File: src/rtl/qed_issue_scheduler.sv
// QED issue scheduler: forwards original instructions to the core while buffering them,
// then replays the buffered originals (after external remapping) as duplicates.
module qed_issue_scheduler #(
    parameter int DEPTH = 16,
    parameter int CNT_W = 8
) (
    input  logic             clk_i,
    input  logic             rst_ni,
    input  logic             flush_i,
    input  logic             exec_dup,
    input  logic             ifu_valid_i,
    input  logic [31:0]      ifu_instr_i,
    output logic             ifu_ready_o,
    output logic [31:0]      head_instr_o,
    input  logic [31:0]      qed_instr_i,
    output logic             issue_valid_o,
    output logic [31:0]      issue_instr_o,
    output logic             issue_is_dup_o,
    input  logic             issue_ready_i,
    output logic [CNT_W-1:0] num_orig_o,
    output logic [CNT_W-1:0] num_dup_o,
    output logic             qed_ready_o
);
    localparam int AW    = $clog2(DEPTH);
    localparam int PTR_W = AW + 1;

    typedef enum logic [1:0] {ORIG, DUP, DONE} state_t;

    state_t           state, state_next;
    logic [31:0]      mem [DEPTH];
    logic [PTR_W-1:0] wr_ptr, rd_ptr;
    logic             fifo_empty, fifo_full, last_entry, slot_free;
    logic             dup_sel, orig_sel;

    assign fifo_empty   = (wr_ptr == rd_ptr);
    assign fifo_full    = (wr_ptr[AW] != rd_ptr[AW]) && (wr_ptr[AW-1:0] == rd_ptr[AW-1:0]);
    assign last_entry   = ((rd_ptr + PTR_W'(1)) == wr_ptr);
    assign slot_free    = !issue_valid_o || issue_ready_i;
    assign head_instr_o = fifo_empty ? 32'h0 : mem[rd_ptr[AW-1:0]];

    always_ff @(posedge clk_i or negedge rst_ni) begin
        if (!rst_ni) begin
            state <= ORIG;
        end else if (flush_i) begin
            state <= ORIG;
        end else begin
            state <= state_next;
        end
    end

    // Once duplicates start, originals are locked out until flush; the pop that
    // drains the buffer ends the replay.
    always_comb begin
        state_next = state;
        case (state)
            ORIG:    if (dup_sel) state_next = DUP;
            DUP:     if (dup_sel && last_entry) state_next = DONE;
            DONE:    state_next = DONE;
            default: state_next = ORIG;
        endcase
    end

    always_comb begin
        dup_sel     = 1'b0;
        orig_sel    = 1'b0;
        ifu_ready_o = 1'b0;
        if (!flush_i) begin
            dup_sel  = slot_free && exec_dup && !fifo_empty && (state != DONE);
            orig_sel = (state == ORIG) && slot_free && ifu_valid_i && !fifo_full &&
                       (num_orig_o != {CNT_W{1'b1}}) && !dup_sel;
        end
        ifu_ready_o = orig_sel;
    end

    always_ff @(posedge clk_i) begin
        if (orig_sel) begin
            mem[wr_ptr[AW-1:0]] <= ifu_instr_i;
        end
    end

    always_ff @(posedge clk_i or negedge rst_ni) begin
        if (!rst_ni) begin
            wr_ptr         <= '0;
            rd_ptr         <= '0;
            issue_valid_o  <= 1'b0;
            issue_instr_o  <= 32'h0;
            issue_is_dup_o <= 1'b0;
            num_orig_o     <= '0;
            num_dup_o      <= '0;
            qed_ready_o    <= 1'b0;
        end else if (flush_i) begin
            wr_ptr         <= '0;
            rd_ptr         <= '0;
            issue_valid_o  <= 1'b0;
            issue_instr_o  <= 32'h0;
            issue_is_dup_o <= 1'b0;
            num_orig_o     <= '0;
            num_dup_o      <= '0;
            qed_ready_o    <= 1'b0;
        end else begin
            if (dup_sel) begin
                issue_valid_o  <= 1'b1;
                issue_instr_o  <= qed_instr_i;
                issue_is_dup_o <= 1'b1;
                rd_ptr         <= rd_ptr + PTR_W'(1);
                num_dup_o      <= num_dup_o + CNT_W'(1);
            end else if (orig_sel) begin
                issue_valid_o  <= 1'b1;
                issue_instr_o  <= ifu_instr_i;
                issue_is_dup_o <= 1'b0;
                wr_ptr         <= wr_ptr + PTR_W'(1);
                num_orig_o     <= num_orig_o + CNT_W'(1);
            end else if (issue_ready_i) begin
                issue_valid_o  <= 1'b0;
            end
            qed_ready_o <= (state == DONE) && (num_orig_o == num_dup_o) &&
                           (num_orig_o != '0) && slot_free;
        end
    end
endmodule

File: config.mk
export PLATFORM = sky130hd
export DESIGN_NAME = qed_issue_scheduler
export DESIGN_NICKNAME = d
export VERILOG_FILES = /design/src/rtl/qed_issue_scheduler.sv
export SDC_FILE = /design/constraint.sdc
export NUM_CORES = 1
export LEC_CHECK = 0
export BUFFER_PORTS_ARGS = -buffer_cell sky130_fd_sc_hd__buf_2
export CORE_ASPECT_RATIO = 1.2
export CORE_UTILIZATION = 45
export DETAILED_ROUTE_END_ITERATION = 10
export GPL_ROUTABILITY_DRIVEN = 0
export SLEW_MARGIN = 5
export SYNTH_ARGS = -nofsm -noshare
export SYNTH_HDL_FRONTEND = slang
export SYNTH_SLANG_ARGS = --single-unit
export TNS_END_PERCENT = 1
File: constraint.sdc
create_clock -name clk_i -period 14 [get_ports clk_i]
set_input_delay 1.4 -clock clk_i [delete_from_list [all_inputs] [get_ports clk_i]]
set_output_delay 1.4 -clock clk_i [all_outputs]
set_load 0.01 [all_outputs]
Word level (Yosys, flattened, before mapping) --
Memories as Yosys holds them, arrays and structs flattened. Cells that the tools add are included. Widths: inputs -> output; s select.
Operators by class: $add $sub $neg 4, equal/unequal tests 12, multiplexer cells 30, reduce and logical (&&, ||, !) cells 26
Operators with widths (number):
- $mux 32 | 4
- $mux 8 | 5
- $mux 5 | 5
- $add 8x1->8 const B | 2
- $logic_and 1x1->1 | 13
- $mux 1 | 12
- $add 5x1->5 const B | 2
- $eq 5x5->1 | 2
- $eq 8x8->1 | 1
- $ne 8x8->1 const B | 1
- $reduce_bool 8->1 | 1
- $mux 2 | 3
- $ne 3x3->1 const B | 2
- $pmux 2 s3 | 1
- $eq 4x4->1 | 1
- $logic_not 1->1 | 4
- $ne 2x2->1 const B | 2
- $reduce_and 2->1 | 2
- $reduce_bool 2->1 | 2
- $reduce_bool 4->1 | 1
- $reduce_bool 3->1 | 1
- $eq 2x1->1 const B | 1
- $eq 2x2->1 const B | 1
- $logic_not 2->1 | 1
- other kinds (2) | 2
Word-level totals: bits in registers 63, RAM bits 512, word-level logic and storage cells 82, memories kept 1
Memories:
- mem | words 16, width 32, rd ports 1, clocked after Yosys merged registers in 0, write ports 1, RTL line 30 | logic [31:0] mem [DEPTH];

Longest topological paths before layout --
depth after elaboration 11, gate-level depth with buffers 9

Worst setup path after synthesis --
OpenSTA, ideal clock, no wires.
path type input to register, start point input port issue_ready_i, end point memory mem[0][0], enable pin, setup time 0.502 ns, arrival time 5.486 ns, required time 13.498 ns, path slack 8.012 ns, stages on the path 6, path buffers 1, path through nand2b_1 > and3b_1 > nand2_1 > clkbuf_1 > nand2_1 > nor4_1
Between the ends: word-level cells in the longest chain between the ends 9
RTL lines:
- start: declaration | RTL line 19 | input logic issue_ready_i,
- $logic_or 1x1->1 * | RTL line 38 | assign slot_free = !issue_valid_o || issue_ready_i;
- $logic_and 1x1->1, on equally long branches (3 in a row) | RTL line 69, 68
- $logic_and 1x1->1 or $logic_not 1->1 (tied branches) | RTL line 69, 70
- $logic_and 1x1->1 * | RTL line 70 | (num_orig_o != {CNT_W{1'b1}}) && !dup_sel;
- $mux 1 * | RTL line 67 | if (!flush_i) begin
- $mux 1 * | RTL line 76 | if (orig_sel) begin
- $mux 1 (implied by the code) * | RTL line 77 | mem[wr_ptr[AW-1:0]] <= ifu_instr_i;
- end: declaration | RTL line 30
Mark *: on every way between the ends. The rest lies on a longest branch, timed or not.

Worst setup path after layout --
start point register rd_ptr[1], end point output port head_instr_o[27]
Between the ends: word-level cells in the longest chain between the ends 2
RTL lines:
- start: declaration | RTL line 31 | logic [PTR_W-1:0] wr_ptr, rd_ptr;
- start signal: assignment | RTL line 105 | rd_ptr <= rd_ptr + PTR_W'(1);
- $mem_v2 16x32 or $eq 5x5->1 (tied branches)
- $mux 32 * | RTL line 39 | assign head_instr_o = fifo_empty ? 32'h0 : mem[rd_ptr[AW-1:0]];
- end: declaration | RTL line 14 | output logic [31:0] head_instr_o,
Marks and branches as above.

==> results.toml <==
[status]
status = "finished clean"

[timing]
fin_setup_tns_ns = 0
skew_ns = 0.0181
worst_pin_slew_ns = 1.27
final-setup-viol-count = 0
fin_ws_ns = 8.42
max_slew_margin = 0.152
rsz0062_at_grt = "no"
period_share = 0.399
max_freq_ghz = 0.179
period_minus_slack_ns = 5.58
finalHoldViolCount = 0
slew_violations = 0

[detailed_routing]
drc = 0
num_vias = 11794
wire_per_inst_um = 26.3
antenna_left = 0
wl_um = 53100
firstDrtPassIters = 5
via_per_inst = 5.84
initialDrtViolationCount = 896

[global_routing]
grt_pass1_vias = 12347
grt_use_total = 0.212
antenna_found_initial = 1
grt_remaining_overflow = 0
grt_pass1_wl_um = 80500
grt_max_degree = 101

[cts]
path_clk_slew_ns = 0.06
postCtsSetupBuffers = 0
root_buffer = "clkbuf_16"
ctsHoldBuffers = 0
cts_buffer_depth = 3
htree_levels = 2
cts_resized = 0
cts_num_sinks = 575
cts_tree = "built"
cts_buffers = 55
clkLatencyLatePin_ns = 0.61

[finish]
fin_area_mm2 = 0.0265
instances_no_fill = 2018
area_delta_synth_final_pct = 15.2
n_antenna_cell = 0
drive_gt1_frac = 0.325
fin_nets = 1409

[place]
hpwl_um = 29300
place_area_mm2 = 0.0246
place_ws_ns = 8.89
io_buffer_count = 153
dpl.cell_count = 1915

[setup_path]
reg2reg_from = "rd_ptr[0]"
critPathLaunchType = "flop"
cp.arrival_ns = 4.18
cp.required_ns = 12.60
critical-path-max-stage-delay_ns = 0.76
slowest_stage = "dfrtp_4"
crit_fanout = 51
path_cells = "buf_4, buf_4, mux4_2, mux4_2, nor2b_1, buf_2"
rr_endpoint = "mem[8][22]"
rrSetupSlack_ns = 9.18
cp-end-kind = "output port"
crit_type = "flop to output port"
rr_worst_depth = 6

[synthesis]
yosysTopAreaCell = "edfxtp_1"
yosys.area.top_type_share = 0.669
netlist_instances = 1165
ys_types = 44
ys_seq_area_frac = 0.737
syn_avg_cell_area_um2 = 19.7
netlist_top_cells_area = "edfxtp_1 (67%), mux4_2 (16%), dfrtp_1 (6.9%)"
synth_top_cells_by_count = "edfxtp_1 (512), mux4_2 (160), dfrtp_1 (63), nor2_1 (63), clkbuf_1 (48)"
synthArstFlopShare = 0.110
synth_area_mm2 = 0.0230
synth_flop_cell = "edfxtp_1"
ys_seq_elements = 575
synth_edf_count = 512
yosys_warnings = 0
syn-num-nets = 1246
yosysMostFrequentCell = "edfxtp_1"

[power]
power_density_mw_per_mm2 = 171
ir_drop_uv = 124
p_int_mw = 3.28
p_comb_frac = 0.220
swShare = 0.276
p_sw_mw = 1.25
share_seq_of_total_power = 0.443
clkPwrFrac = 0.337
cellLeakagePower_nw = 8.62
totalPowerFinal_mw = 4.53

[hold_path]
min_to = "issue_instr_o[14]"
min_path_cells = 2
hp-start = "issue_instr_o[14]"
hp-class = "flop to flop"

[job]
cap_violations = 0

[floorplanning]
start_util = 0.457
core_region_area_mm2 = 0.0503
die_w_um = 208
die_area_mm2 = 0.0520
io_pins = 154
num_rows = 90
die_h_um = 250
kinds of logic (layout without fill, tap and decap cells):
| family | Yosys count | in the layout | share of synthesized area |
|---|---|---|---|
| XOR/XNOR | 25 | 25 | 0.00952 |
| multiplexers | 165 | 165 | 0.159 |
| AO/OA/AOI/OAI | 110 | 110 | 0.0307 |
| flip-flops | 575 | 575 | 0.737 |
| AND/OR/NAND/NOR | 199 | 199 | 0.0427 |
| buffers and inverters | 80 | 289 | 0.0146 |
| adder cells (fa/ha/maj) | 11 | 11 | 0.00599 |
sequential cells by signal, summed over array words and instances (netlist names):
name / cells
issue_instr_o: 32
issue_is_dup_o: 1
issue_valid_o: 1
mem: 512
num_dup_o: 8
num_orig_o: 8
qed_ready_o: 1
rd_ptr: 5
state: 2
wr_ptr: 5
power groups by stage:
| stage | registers [mW] | logic [mW] | clock network [mW] |
|---|---|---|---|
| finish | 2.01 | 0.997 | 1.53 |
| global route | 2.02 | 1.09 | 1.61 |
| CTS | 2.01 | 1.02 | 1.56 |
| detailed placement | 2.05 | 1.02 | 0 |
| global placement | 2.05 | 1.02 | 0 |
| floorplan | 2.03 | 0.672 | 0 |
layout make-up:
cell class | count | area (µm²)
fill | 3941 | 23900
timing repair buffer | 179 | 976
inverter | 7 | 26.3
tap | 644 | 806
clock buffer | 77 | 1540
multi-input combinational | 510 | 5860
clock inverter | 26 | 317
sequential | 575 | 17000
per-stage QoR:
step	hold slack, ns	utilization
3_3_place_gp	0.505	0.489
6_report	0.520	0.526
4_1_cts	0.524	0.526
3_5_place_dp	0.513	0.489
5_1_grt	0.543	0.526
2_1_floorplan	0.554	-
routing by layer:
layer  up-vias  part of all wire  routed length [µm]  global-route usage
met5         -                 0                   0                   0
met4         0             0.018                 974              0.0512
met3        72             0.056                2970              0.0384
met2       340              0.50               26300               0.348
met1      6308              0.43               22900               0.294
li1       5074                 -                   -                   -
layout by cell type, fill, tap and decap left out, types with 4 or more instances in the layout:
cell type,Yosys,layout
dfrtp_1,63,59
o31ai_1,6,6
nand4b_1,4,4
clkinv_2,0,5
buf_4,1,26
a21oi_1,47,46
nor2_1,63,50
o21ai_0,4,4
clkinv_1,0,10
nor4_2,0,4
a211oi_1,39,39
nor2_4,0,13
mux4_2,160,160
xor2_1,4,4
edfxtp_1,512,512
nand2_1,43,43
or4_1,7,7
nand4_1,5,5
nor4_1,8,4
buf_2,19,152
bufinv_16,0,7
clkbuf_8,0,4
nor2b_1,36,36
nand2b_1,6,6
xnor2_1,21,21
nand3_1,18,18
clkbuf_1,48,16
ha_1,11,11
inv_1,7,7
clkbuf_16,0,57
how the worst max path moves through the flow:
stage	startpoint	end	slack [ns]
6_report	rd_ptr[1]	head_instr_o[27]	8.42
5_1_grt	rd_ptr[1]	head_instr_o[29]	8.23
4_1_cts	rd_ptr[1]	head_instr_o[27]	8.33
3_5_place_dp	issue_ready_i	mem[9][19]	8.89
3_3_place_gp	rd_ptr[1]	head_instr_o[27]	8.97
2_1_floorplan	issue_ready_i	mem[0][0]	8.01
critical path: cells and delay by family (launching register included):
| kind | cells | cell delay, ns |
|---|---|---|
| buf+inv | 3 | 1.65 |
| mux | 2 | 0.95 |
| flops | 1 | 0.76 |
| simple gates | 1 | 0.16 |
No activity file was read; power rests on OpenSTA's default activity.
